<file path="src/rtl/rr_credit_dispatcher.sv">
// Round-robin 1-to-N dispatcher: forwards each input beat to one enabled channel
// holding a credit, with per-channel credit counters fed by downstream returns.
module rr_credit_lane #(
    parameter int CREDIT_MAX = 4,
    parameter int CRED_W     = 3
) (
    input  logic              clk,
    input  logic              rst_n,
    input  logic              i_take,
    input  logic              i_ret,
    output logic [CRED_W-1:0] o_cnt,
    output logic              o_ovf
);
    localparam logic [CRED_W-1:0] FULL = CRED_W'(CREDIT_MAX);

    logic [CRED_W-1:0] r_cnt;

    always_ff @(posedge clk or negedge rst_n) begin
        if (!rst_n) begin
            r_cnt <= FULL;
        end else begin
            case ({i_take, i_ret})
                2'b10:   r_cnt <= r_cnt - CRED_W'(1);
                2'b01:   if (r_cnt != FULL) r_cnt <= r_cnt + CRED_W'(1);
                default: r_cnt <= r_cnt;
            endcase
        end
    end

    assign o_cnt = r_cnt;
    // A lone return into a full counter is dropped and flagged.
    assign o_ovf = i_ret & ~i_take & (r_cnt == FULL);
endmodule

module rr_credit_dispatcher #(
    parameter  int CH_NUM     = 4,
    parameter  int DATA_W     = 32,
    parameter  int CREDIT_MAX = 4,
    localparam int CRED_W     = $clog2(CREDIT_MAX + 1)
) (
    input  logic                     clk,
    input  logic                     rst_n,
    input  logic                     in_valid,
    output logic                     in_ready,
    input  logic [DATA_W-1:0]        in_data,
    input  logic [CH_NUM-1:0]        ch_en,
    output logic [CH_NUM-1:0]        out_valid,
    output logic [DATA_W-1:0]        out_data,
    input  logic [CH_NUM-1:0]        credit_ret,
    output logic [CH_NUM*CRED_W-1:0] credit_cnt,
    output logic                     err_ovf
);
    logic [CH_NUM-1:0]             w_elig;
    logic [CH_NUM-1:0]             w_masked;
    logic [CH_NUM-1:0]             w_req;
    logic [CH_NUM-1:0]             w_grant;
    logic [CH_NUM-1:0]             w_take;
    logic [CH_NUM-1:0]             w_ovf;
    logic [CH_NUM-1:0][CRED_W-1:0] w_cnt;
    logic                          w_fire;

    logic [CH_NUM-1:0] r_mask;
    logic [CH_NUM-1:0] r_out_valid;
    logic [DATA_W-1:0] r_out_data;
    logic              r_err;

    for (genvar g = 0; g < CH_NUM; g++) begin : g_lane
        rr_credit_lane #(
            .CREDIT_MAX (CREDIT_MAX),
            .CRED_W     (CRED_W)
        ) u_lane (
            .clk    (clk),
            .rst_n  (rst_n),
            .i_take (w_take[g]),
            .i_ret  (credit_ret[g]),
            .o_cnt  (w_cnt[g]),
            .o_ovf  (w_ovf[g])
        );
        assign w_elig[g] = ch_en[g] & (w_cnt[g] != '0);
        assign credit_cnt[g*CRED_W +: CRED_W] = w_cnt[g];
    end

    // Masked request wins if any; otherwise wrap to the unmasked set. Lowest set bit is the grant.
    always_comb begin
        w_masked = w_elig & r_mask;
        w_req    = (|w_masked) ? w_masked : w_elig;
        w_grant  = w_req & (~w_req + CH_NUM'(1));
        w_fire   = in_valid & (|w_elig);
        w_take   = w_fire ? w_grant : '0;
    end

    assign in_ready = |w_elig;

    always_ff @(posedge clk or negedge rst_n) begin
        if (!rst_n) begin
            r_mask      <= '1;
            r_out_valid <= '0;
            r_out_data  <= '0;
            r_err       <= 1'b0;
        end else begin
            r_out_valid <= w_take;
            r_err       <= r_err | (|w_ovf);
            if (w_fire) begin
                // Keep only channels above the winner so it becomes lowest priority.
                r_mask     <= ~(w_grant | (w_grant - CH_NUM'(1)));
                r_out_data <= in_data;
            end
        end
    end

    assign out_valid = r_out_valid;
    assign out_data  = r_out_data;
    assign err_ovf   = r_err;
endmodule

</file>
<file path="config.mk">
export PLATFORM = sky130hd
export DESIGN_NAME = rr_credit_dispatcher
export DESIGN_NICKNAME = d
export VERILOG_FILES = /design/src/rtl/rr_credit_dispatcher.sv
export SDC_FILE = /design/constraint.sdc
export NUM_CORES = 1
export LEC_CHECK = 0
export ABC_CLOCK_PERIOD_IN_PS = 3900
export BUFFER_PORTS_ARGS = -buffer_cell sky130_fd_sc_hd__buf_2
export CAP_MARGIN = 20
export CORE_MARGIN = 2
export CORE_UTILIZATION = 51
export DETAILED_ROUTE_END_ITERATION = 10
export GPL_ROUTABILITY_DRIVEN = 0
export PLACE_DENSITY = 0.8
export RECOVER_POWER = 25
export SLEW_MARGIN = 25
export SYNTH_ARGS = -nofsm -noshare
export SYNTH_HDL_FRONTEND = slang
export SYNTH_SLANG_ARGS = --single-unit
export TNS_END_PERCENT = 50
</file>
<file path="constraint.sdc">
create_clock -name clk -period 3.9 [get_ports clk]
set_input_delay 0.585 -clock clk [delete_from_list [all_inputs] [get_ports clk]]
set_output_delay 0.585 -clock clk [all_outputs]
set_load 0.05 [all_outputs]
</file>
**After elaboration in Yosys (flattened, before gate mapping)**

Index checks and enable logic that the tools add are counted.

- Flip-flop bits (word level): 53
- Input port bits: 43
- Output and inout port bits: 50
- Logic and storage cells: 86

- Add/sub/neg operators: 10
- Equal/unequal tests: 20
- Multiplexer cells: 10
- Bitwise operators: 23
- Reduce and logical (&&, ||, !) cells: 15

Operators with widths:

| operator | count |
|---|---|
| 3-bit case mux with 2 select lines | 4 |
| 1-bit AND | 13 |
| 3-bit by 1-bit adder with 3-bit output (second input constant) | 4 |
| 3-bit == test (second input constant) | 4 |
| 3-bit 2-to-1 mux | 4 |
| 3-bit inequality test (second input constant) | 4 |
| 3-bit nonzero test | 4 |
| 4-bit OR reduction | 3 |
| 3-bit by 1-bit subtractor with 3-bit output (second input constant) | 4 |
| 4-bit AND | 2 |
| 2-bit by 1-bit == test with 1-bit output (second input constant) | 4 |
| 2-bit == test (second input constant) | 4 |
| 4-bit 2-to-1 mux | 2 |
| 2-bit by 1-bit inequality test with 1-bit output (second input constant) | 4 |
| 4-bit NOT | 2 |
| 2-bit AND reduction | 4 |
| 2-bit nonzero test | 4 |
| 4-bit by 1-bit adder with 4-bit output (second input constant) | 1 |
| 1-bit NOT | 4 |
| 4-bit OR | 1 |
| 4-bit by 1-bit subtractor with 4-bit output (second input constant) | 1 |
| 1-bit OR | 1 |

**Longest topological paths before layout**

Gate-level depths: netlist (run 1).

- Depth after elaboration: 14
- Depth in mapped cells: 11
- Mapped depth without buffers: 10

**Cells and area by module**

From an unflattened synthesis (run 1), not the netlist that was laid out.

- Cell total of the unflattened synthesis: 221
- Area total of the unflattened synthesis: 2,706.3 um^2

Modules (own cells, without submodules):

| module | times used | cells each | area an instance (um^2) | seq. area each (um^2) |
|---|---|---|---|---|
| rr_credit_dispatcher | 1 | 105 | 1,645.3 | 1,031.0 |
| rr_credit_lane | 4 | 29 | 265.3 | 76.3 |

**Worst setup path before layout (run 1)**

Ideal clock, no wire load.

- Path type: register to register
- Start point: register g_lane[2].u_lane.r_cnt[0]
- End point: register g_lane[3].u_lane.r_cnt[2]
- Arrival: 3.024 ns
- Required time: 3.823 ns
- Slack: 0.799 ns
- Stages on the path, launching flop included: 11
- Period minus slack after synthesis: 3.101 ns
- Cells stage by stage: dfrtp_1 buf_4 o311a_1 o2111ai_1 nand2_1 nand3_1 nand2_1 fa_1 or3_1 mux2_2 o22ai_2

- Cells in the longest elaborated chain, start to end: 12

Ends and longest elaborated chain:

| element | line | text |
|---|---|---|
| start: declaration | 16 | `logic [CRED_W-1:0] r_cnt;` |
| start signal: assignment | 23 | `2'b10: r_cnt <= r_cnt - CRED_W'(1);` |
| start signal: assignment | 24 | `2'b01: if (r_cnt != FULL) r_cnt <= r_cnt + CRED_W'(1);` |
| start signal: assignment | 25 | `default: r_cnt <= r_cnt;` |
| 3-bit nonzero test * | 79 | `assign w_elig[g] = ch_en[g] & (w_cnt[g] != '0);` |
| 1-bit AND * | 79 |  |
| 4-bit AND | 85 | `w_masked = w_elig & r_mask;` |
| 4-bit OR reduction | 86 | `w_req = (\|w_masked) ? w_masked : w_elig;` |
| 4-bit 2-to-1 mux | 86 |  |
| 4-bit NOT | 87 | `w_grant = w_req & (~w_req + CH_NUM'(1));` |
| 4-bit by 1-bit adder with 4-bit output | 87 |  |
| 4-bit AND | 87 |  |
| 4-bit 2-to-1 mux * | 89 | `w_take = w_fire ? w_grant : '0;` |
| 2-bit by 1-bit == test with 1-bit output or 2-bit == test (tied branches) | 22 | `case ({i_take, i_ret})` |
| 2-bit by 1-bit inequality test with 1-bit output (no source line) or 2-bit nonzero test (tied branches) | - |  |
| 2-bit AND reduction (no source line) | - |  |
| end signal: assignment | 23 |  |
| end signal: assignment | 24 |  |
| end signal: assignment | 25 |  |
| end: declaration | 16 |  |

Mark *: on every way between the ends. The rest lies on a longest branch, timed or not.
A chain may end at the register's enable or synchronous reset.

**Final worst setup path (run 1)**

Ends and elaborated chain as after synthesis.

==> summary.txt, run 1 <==
Post-CTS Setup Bufs -> 0
Vias per cell -> 5.42
Post-route cell area -> 3430 um2
Placed cells -> 382
Syn_area_per_cell -> 12.4 um2
CTS tree -> yes
Ant diodes -> 0
Main synth FF type -> dfrtp_1
Highest metal used -> met4
Largest cells by area after synthesis -> dfrtp_1, mux2_2, dfstp_2
Maximum vdd ir drop -> 0.431 mV
Post-synth top area share -> 0.399
Fin util -> 0.630
Tot GR Track Use -> 0.186
Num CTS Buffers -> 5
Placed Area -> 3320 um2
Post-DP HPWL -> 4190 um
Root buffer cell -> clkbuf_8
Port Buffer Count -> 92
Clk_lat worst skew -> 0.29 ns
Max Fclk -> 0.330 GHz
Slew HR -> 0.0117
Layout Area Growth over Synthesis -> 21.4%
Synthesized netlist net count -> 275
Die X -> 78.4 um
Syn Inst Count -> 228
Final Hold Vio Count -> 0
Clk slew on worst S/H paths -> 0.10 ns
Global-route wire length before repair -> 9270 um
Die area -> 6150 um2
Fillers -> 431
R2r setup slk -> 0.87 ns
DR iter-0 viols -> 85
Startpoint Class -> register
Max-cap violation count -> 0
Worst setup EP type -> register
Routed wl met2 -> 2600 um
Clock Path Buffers -> 2
Resized cells post-CTS -> 0
Grt ovf -> 0
WS Path Type -> register to register
Slew Limit Fails -> 0
Min-delay worst type -> register to register
Commonest non-fill, non-tap cell in the layout -> buf_2
Slew @ Worst Pin -> 1.48 ns
Vias in the first global route -> 2021
Most frequent cells in the layout -> buf_2, dfrtp_1, mux2_2
Clk sinks -> 53
# hold bufs at CTS -> 0
H-tree depth -> 2
Pwr per Cell Area -> 809 nW/um2
Asr flop ratio synth -> 1.00
Outcome -> finished clean
Layout Cells excl Fill -> 390
Initial antenna violation count -> 0
Fin Clk Skew -> 0.00740 ns
Crit share post-route -> 0.777
Core Area -> 5440 um2
Leak pwr -> 1.57 nW
WL met3 -> 354 um
Tmin final -> 3.03 ns
Ys Warns -> 0
Setup tns final -> 0 ns
Initial Util -> 0.519
DRC viols -> 0
Post-synth EDFFs -> 0
Crit-path max FO -> 10
Final ANT Viol Nets -> 0
Final setup fails -> 0
Worst EP required -> 4.13 ns
Met1 Wirelength -> 2550 um
First-pass iteration count of the detailed router -> 4
I/O pin total -> 93
Site row count -> 27
Yosys reg bits -> 53
RSZ-0062 raised after global routing -> no
Total wire length after detailed routing -> 5510 um
Chip Height -> 78.4 um
Largest area contributor in the netlist -> dfrtp_1
Nets@finish -> 364
CP arrival -> 3.26 ns
Largest net degree at the start of global routing -> 37
Cell area after synthesis -> 2820 um2
Layout cells sized above 1 -> 0.497
Netlist cell types -> 52
Routed WL per cell -> 14.1 um
Vias -> 2115
Register area share after synthesis -> 0.473
Total Power -> 2.77 mW
-- area by class of cell --
class	instances	area, um2	share of cell area
Clock buffer	6	72.6	0.0212
Clock inverter	2	38.8	0.0113
Inverter	11	41.3	0.0120
Multi-Input combinational cell	153	1390	0.404
Sequential cell	53	1340	0.390
Tap cell	72	90.1	0.0263
Timing Repair Buffer	93	463	0.135
-- path summary, 6_finish.rpt --
kind	to	depth (start not counted)	startpoint
worst max-delay path	g_lane[3].u_lane.o_cnt[2]$_DFFE_PN1P_	9	g_lane[2].u_lane.o_cnt[0]$_DFFE_PN0P_
worst min-delay path	out_data[4]$_DFFE_PN0N_	1	out_data[4]$_DFFE_PN0N_
worst max register to register	g_lane[3].u_lane.o_cnt[2]$_DFFE_PN1P_	9	g_lane[2].u_lane.o_cnt[0]$_DFFE_PN0P_
worst min register to register	out_data[4]$_DFFE_PN0N_	1	out_data[4]$_DFFE_PN0N_
max in group asynchronous	out_data[25]$_DFFE_PN0N_	2	rst_n
min in group asynchronous	g_lane[3].u_lane.o_cnt[0]$_DFFE_PN0P_	1	rst_n
-- report_power, final --
group          switching, mW  internal (mW)
registers              0.250          0.735
logic                  0.938          0.486
clock network          0.170          0.193
total                   1.36           1.41
-- cells by family after synthesis --
family | after synthesis | synth area share
adders and majority gates | 4 | 0.0284
muxes | 49 | 0.191
buffers and inverters | 22 | 0.0363
and+or+nand+nor | 45 | 0.0815
AOI/OAI and AO/OA | 52 | 0.180
DFF | 53 | 0.473
xor gates and xnor gates | 3 | 0.00931
-- cell usage after synthesis (4+ instances only) --
cell type,number
nand3_1,5
fa_1,4
dfrtp_1,45
o21ai_0,4
o311ai_4,4
nor2_1,11
and2_1,4
dfstp_2,8
a21oi_1,6
o311a_1,4
mux2_2,36
nand2_1,13
o22ai_1,4
buf_4,4
inv_1,11
mux2i_1,12
-- metrics by stage --
stage               hold WS (ns)  setup WS, ns
floorplan                  0.289         0.799
global placement           0.483          1.02
detailed placement         0.491         0.910
CTS                        0.310         0.878
global route               0.494         0.667
finish                     0.508         0.869
-- critical path, stage by stage, from the launching register on --
cell and delay, ns:
dfrtp_1 0.52, o311a_1 0.43, o2111ai_1 0.35, nand2_1 0.18
nand3_1 0.21, nand2_1 0.09, fa_1 0.42, or3_1 0.36
mux2_2 0.28, o22ai_2 0.12
-- per-layer routing --
layer,GRT usage,vias up
li1,-,1026
met4,0.0333,0
met2,0.322,73
met5,0,-
met1,0.247,1014
met3,0.0345,2
-- state kept, by name, indices dropped and copies added, names as in the netlist --
signal and count:
out_data 32, g_lane.u_lane.o_cnt 12, out_valid 4, r_mask 4, err_ovf 1
(Power assumes the default switching activity.)
==> inputs of run 2 (changes only) <==
ABC_CLOCK_PERIOD_IN_PS = 3100   (was 3900)
clock period = 3.1 ns   (was 3.9 ns; I/O delays follow)
==> run 2 against run 1 <==
Largest cell class unchanged; final cell count is 1.8% higher; setup slack worse by 0.60 ns; design area is 0.88% higher; register-to-register slack worse by 0.60 ns; clock power is 5.8% higher; die area stayed put; critical path type unchanged; flip-flop and latch count stayed put; the run now ends with capacitance limit, slew limit left; maximum frequency is 7.0% higher; non-clock buffer count is 7 higher; routed wire length is 2.1% higher.
==> summary.txt, run 2 (synthesis gave the netlist of run 1 again) <==
Slew Limit Fails -> 33
Largest net degree at the start of global routing -> 35
Layout cells sized above 1 -> 0.511
Post-route cell area -> 3460 um2
Worst setup EP type -> register
Layout Area Growth over Synthesis -> 22.4%
Die area -> 6150 um2
I/O pin total -> 93
CP dominant cell by count -> nand2_1
Post-CTS Setup Bufs -> 0
Reg power frac -> 0.351
Nets@finish -> 371
Vias -> 2141
Clk_lat worst skew -> 0.31 ns
Vias per cell -> 5.39
CP arrival -> 3.08 ns
Max Fclk -> 0.353 GHz
Slew @ Worst Pin -> 1.73 ns
Logic pwr share -> 0.538
Final setup fails -> 0
Final Hold Vio Count -> 0
Most frequent cells in the layout -> buf_2, dfrtp_1, mux2_2
# hold bufs at CTS -> 0
Initial antenna violation count -> 0
CTS tree -> yes
Vias in the first global route -> 1958
Max-cap violation count -> 1
Site row count -> 27
Die X -> 78.4 um
Global-route wire length before repair -> 9220 um
Clock Path Buffers -> 2
Tot GR Track Use -> 0.188
Final ANT Viol Nets -> 0
Total wire length after detailed routing -> 5630 um
Commonest non-fill, non-tap cell in the layout -> buf_2
Slew HR -> -0.154
Port Buffer Count -> 92
Grt ovf -> 0
Pwr per Cell Area -> 999 nW/um2
Fin Clk Skew -> 0.00942 ns
Clock network power share -> 0.111
Num CTS Buffers -> 5
Worst EP required -> 3.35 ns
Largest stage delay, worst path -> 0.50 ns
Final Worst Setup Slack -> 0.268 ns
Crit share post-route -> 0.914
Post-DP HPWL -> 4240 um
DRC viols -> 0
Maximum vdd ir drop -> 0.580 mV
Ant diodes -> 0
Crit-path max FO -> 10
Chip Height -> 78.4 um
DP Worst Slack -> 0.280 ns
Clk sinks -> 53
Resized cells post-CTS -> 0
Startpoint Class -> register
H-tree depth -> 2
Tmin final -> 2.83 ns
Outcome -> finished with violations
Min-delay worst type -> input pin to register
Buf/Inv on CP -> 0
Initial Util -> 0.519
Max reg flops -> 32
Root buffer cell -> clkbuf_8
Setup tns final -> 0 ns
Core Area -> 5440 um2
Routed WL per cell -> 14.2 um
Clk slew on worst S/H paths -> 0.10 ns
Switching Fraction -> 0.498
Slowest-stage cell, CP -> dfrtp_2
CP Cell Sequence -> o311a_1, o2111ai_1, nand2_1, nand3_1, nand2_1, fa_1, or3_1, mux2_2, o22ai_2
Internal Power -> 1.73 mW
Total Power -> 3.45 mW
Leak pwr -> 1.58 nW
DR iter-0 viols -> 35
Placed Area -> 3370 um2
WS Path Type -> register to register
Failing checks -> capacitance limit, slew limit
Kind of cell adding the most delay to the critical path -> simple AND/OR/NAND/NOR gates
First-pass iteration count of the detailed router -> 6
Switching power total -> 1.72 mW
RSZ-0062 raised after global routing -> no
[run 2: cell count changes in the layout (fill, tap and decap cells not counted)]
cell	before	now
clkinvlp_4	0	2
dfrtp_1	45	44
bufinv_16	1	0
clkinv_4	1	0
dfrtp_2	0	1
buf_4	0	7
[run 2: worst reg2reg max path, stage by stage, from the launching register on]
cell and delay (ns):
dfrtp_2 0.50, o311a_1 0.41, o2111ai_1 0.24, nand2_1 0.15, nand3_1 0.20, nand2_1 0.09
fa_1 0.43, or3_1 0.36, mux2_2 0.27, o22ai_2 0.11
[run 2: power by group through the flow]
| stage | logic (mW) | registers [mW] | clock network, mW |
|---|---|---|---|
| 2_1_floorplan | 0.898 | 1.78 | 0 |
| 3_3_place_gp | 1.83 | 1.22 | 0 |
| 3_5_place_dp | 1.86 | 1.23 | 0 |
| 4_1_cts | 1.87 | 1.22 | 0.401 |
| 5_1_grt | 2.00 | 1.26 | 0.429 |
| 6_report | 1.86 | 1.21 | 0.384 |
[run 2: area by class of cell]
cell class,instances,area (um2)
Clock buffer,6,72.6
Clock inverter,2,15.0
Fill cell,431,1980
Inverter,11,41.3
Multi-Input combinational cell,153,1390
Sequential cell,53,1340
Tap cell,72,90.1
Timing Repair Buffer,100,515
[run 2: routing by layer]
metal  track usage  routed length [um]  up-vias  share of wire
li1              -                   -     1038              -
met2         0.306                2570       81           0.46
met4        0.0719                 102        0          0.018
met3        0.0425                 368       10          0.065
met1         0.247                2590     1012           0.46
met5             0                   0        -              0
[run 2: path summary, 6_finish.rpt]
check | start | to | slack, ns | depth (start not counted)
min in group asynchronous | rst_n | g_lane[2].u_lane.o_cnt[1]$_DFFE_PN0P_ | 0.60 | 1
min reg2reg | out_data[11]$_DFFE_PN0N_ | out_data[11]$_DFFE_PN0N_ | 0.51 | 1
max reg2reg | g_lane[2].u_lane.o_cnt[0]$_DFFE_PN0P_ | g_lane[3].u_lane.o_cnt[2]$_DFFE_PN1P_ | 0.27 | 9
max | g_lane[2].u_lane.o_cnt[0]$_DFFE_PN0P_ | g_lane[3].u_lane.o_cnt[2]$_DFFE_PN1P_ | 0.27 | 9
max in group asynchronous | rst_n | out_data[2]$_DFFE_PN0N_ | 0.76 | 2
min | in_data[9] | out_data[9]$_DFFE_PN0N_ | 0.38 | 2
[run 2: per-stage QoR]
stage | cells | hold WS (ns) | utilization
6_report | 397 | 0.384 | 0.636
5_1_grt | 397 | 0.372 | 0.636
4_1_cts | 397 | 0.231 | 0.637
3_5_place_dp | 389 | 0.488 | 0.620
3_3_place_gp | 389 | 0.482 | 0.620
2_1_floorplan | 228 | 0.169 | -
==> inputs of run 3 (changes only) <==
ABC_AREA = 1   (was default)
ABC_CLOCK_PERIOD_IN_PS = 2800   (was 3100)
CORE_UTILIZATION = 49   (was 51)
PLACE_DENSITY = 0.79   (was 0.8)
TNS_END_PERCENT = 5   (was 50)
clock period = 2.8 ns   (was 3.1 ns; I/O delays follow)
==> run 3 against run 2 <==
Register-to-register slack improved by 0.15 ns; design area fell by 7.1%; highest routed layer unchanged; count of clock-buffer cells in the layout did not move; critical path depth rose by 7; largest power group unchanged; the run now ends clean; first-iteration DRC count rose by 150%; hold slack got worse by 0.078 ns.
==> summary.txt, run 3 <==
Port Buffer Count -> 92
Yosys reg bits -> 53
DR iter-0 viols -> 87
Largest cells by area after synthesis -> dfrtp_1, nand2_1, dfstp_2
Commonest non-fill, non-tap cell in the layout -> nand2_1
Initial Util -> 0.508
Syn_area_per_cell -> 8.79 um2
Largest net degree at the start of global routing -> 36
Register area share after synthesis -> 0.515
Nets@finish -> 438
Post-synth top area share -> 0.434
Max-cap violation count -> 0
Die X -> 76.8 um
Top-count cell post-synth -> nand2_1
Num CTS Buffers -> 5
CTS tree -> yes
Initial antenna violation count -> 0
Die area -> 5890 um2
Largest area contributor in the netlist -> dfrtp_1
Min-delay worst type -> input pin to register
H-tree depth -> 2
Syn Inst Count -> 295
Layout Area Growth over Synthesis -> 23.9%
Post-CTS Setup Bufs -> 0
DRC viols -> 0
Pwr per Cell Area -> 1120 nW/um2
Root buffer cell -> clkbuf_8
Clk_lat worst skew -> 0.30 ns
Cell area after synthesis -> 2590 um2
Maximum vdd ir drop -> 0.558 mV
Total Power -> 3.61 mW
WS Path Type -> register to register
CP arrival -> 2.63 ns
Resized cells post-CTS -> 0
Site row count -> 26
Leak pwr -> 1.82 nW
Ys Warns -> 0
Fillers -> 449
Tot GR Track Use -> 0.197
Final Hold Vio Count -> 0
Vias in the first global route -> 2152
Layout cells sized above 1 -> 0.380
Tmin final -> 2.38 ns
Outcome -> finished clean
Max Fclk -> 0.420 GHz
Asr flop ratio synth -> 1.00
Vias per cell -> 4.73
Max reg flops -> 32
Ant diodes -> 0
Top cells by instance count after synthesis -> nand2_1, dfrtp_1, inv_1
Grt ovf -> 0
RSZ-0062 raised after global routing -> no
Clk sinks -> 53
Clock Path Buffers -> 2
Slew @ Worst Pin -> 1.47 ns
Netlist cell types -> 30
Post-DP HPWL -> 4060 um
Total wire length after detailed routing -> 5320 um
Synthesized netlist net count -> 342
Core Area -> 5110 um2
# hold bufs at CTS -> 0
Fin Clk Skew -> 0.00545 ns
Most frequent cells in the layout -> nand2_1, buf_2, dfrtp_1
Crit-path max FO -> 5
Slew Limit Fails -> 0
Post-synth EDFFs -> 0
Crit share post-route -> 0.851
Main synth FF type -> dfrtp_1
Clk slew on worst S/H paths -> 0.09 ns
Chip Height -> 76.8 um
Vias -> 2183
Routed WL per cell -> 11.5 um
Startpoint Class -> register
Worst setup EP type -> register
Worst EP required -> 3.05 ns
I/O pin total -> 93
Final ANT Viol Nets -> 0
Final setup fails -> 0
Global-route wire length before repair -> 9390 um
First-pass iteration count of the detailed router -> 4
Slew HR -> 0.0174
Setup tns final -> 0 ns
==> run 3: changes by cell type after synthesis, moves of 5 or more <==
cell,change
nor2_2,+6
nand2_1,+121
mux2_2,-36
nand2_2,+10
inv_1,+8
a21oi_1,-6
nand3_2,+5
nand3_1,+7
mux2i_1,-12
nand2_4,+6
==> run 3: report_power, final <==
group          total, mW  internal [mW]  switching [mW]
Sequential          1.22           1.03           0.193
Clock              0.418          0.177           0.241
Combinational       1.97          0.528            1.44
Total               3.61           1.74            1.87
==> run 3: cells by family after synthesis <==
logic type	Yosys count	share of synthesized area
and+or+nand+nor	194	0.367
buffers and inverters	31	0.0502
xor gates and xnor gates	5	0.0169
adders and majority gates	4	0.0309
DFF	53	0.515
AOI/OAI and AO/OA	8	0.0203
==> run 3: critical path, stage by stage (launching register included) <==
cell     delay, ns
dfrtp_1       0.45
nor2_1        0.12
nand2_1       0.08
nand3_1       0.15
nand2_4       0.09
o21ai_0       0.21
nand2_2       0.10
nand4_2       0.14
inv_2         0.07
nor2_2        0.10
inv_1         0.06
fa_1          0.40
inv_1         0.09
nand4_1       0.09
nand3_1       0.10
nand2_1       0.06
inv_1         0.04
==> run 3: final timing paths <==
path	from	to	slack, ns	cells past startpoint
max	g_lane[2].u_lane.o_cnt[0]$_DFFE_PN0P_	g_lane[3].u_lane.o_cnt[2]$_DFFE_PN1P_	0.42	16
min reg2reg	out_data[19]$_DFFE_PN0N_	out_data[19]$_DFFE_PN0N_	0.48	2
max reg2reg	g_lane[2].u_lane.o_cnt[0]$_DFFE_PN0P_	g_lane[3].u_lane.o_cnt[2]$_DFFE_PN1P_	0.42	16
max in group asynchronous	rst_n	out_data[23]$_DFFE_PN0N_	0.96	2
min in group asynchronous	rst_n	out_data[3]$_DFFE_PN0N_	0.46	1
min	in_data[14]	out_data[14]$_DFFE_PN0N_	0.31	3
==> run 3: routing by layer <==
layer	GRT usage	vias up	routed length (um)
li1	-	1101	-
met1	0.256	1007	2370
met2	0.325	71	2620
met3	0.0459	4	286
met4	0.0691	0	51
met5	0	-	0
==> run 3: area by class of cell <==
class	instances	area [um2]	share of cell area
Clock inverter	2	15.0	0.00467
Inverter	24	92.6	0.0288
Timing Repair Buffer	96	482	0.150
Multi-Input combinational cell	211	1130	0.351
Sequential cell	53	1340	0.416
Clock buffer	6	72.6	0.0226
Tap cell	70	87.6	0.0273
==> run 3: through the flow <==
stage / worst slack [ns] / util / cell area, um2 / hold slack [ns] / cells
floorplan: 0.132 / - / 2590 / 0.124 / 295
global placement: 0.464 / 0.614 / 3130 / 0.458 / 454
detailed placement: 0.417 / 0.614 / 3130 / 0.460 / 454
CTS: 0.394 / 0.631 / 3220 / 0.141 / 462
global route: 0.169 / 0.629 / 3210 / 0.290 / 462
finish: 0.418 / 0.629 / 3210 / 0.306 / 462
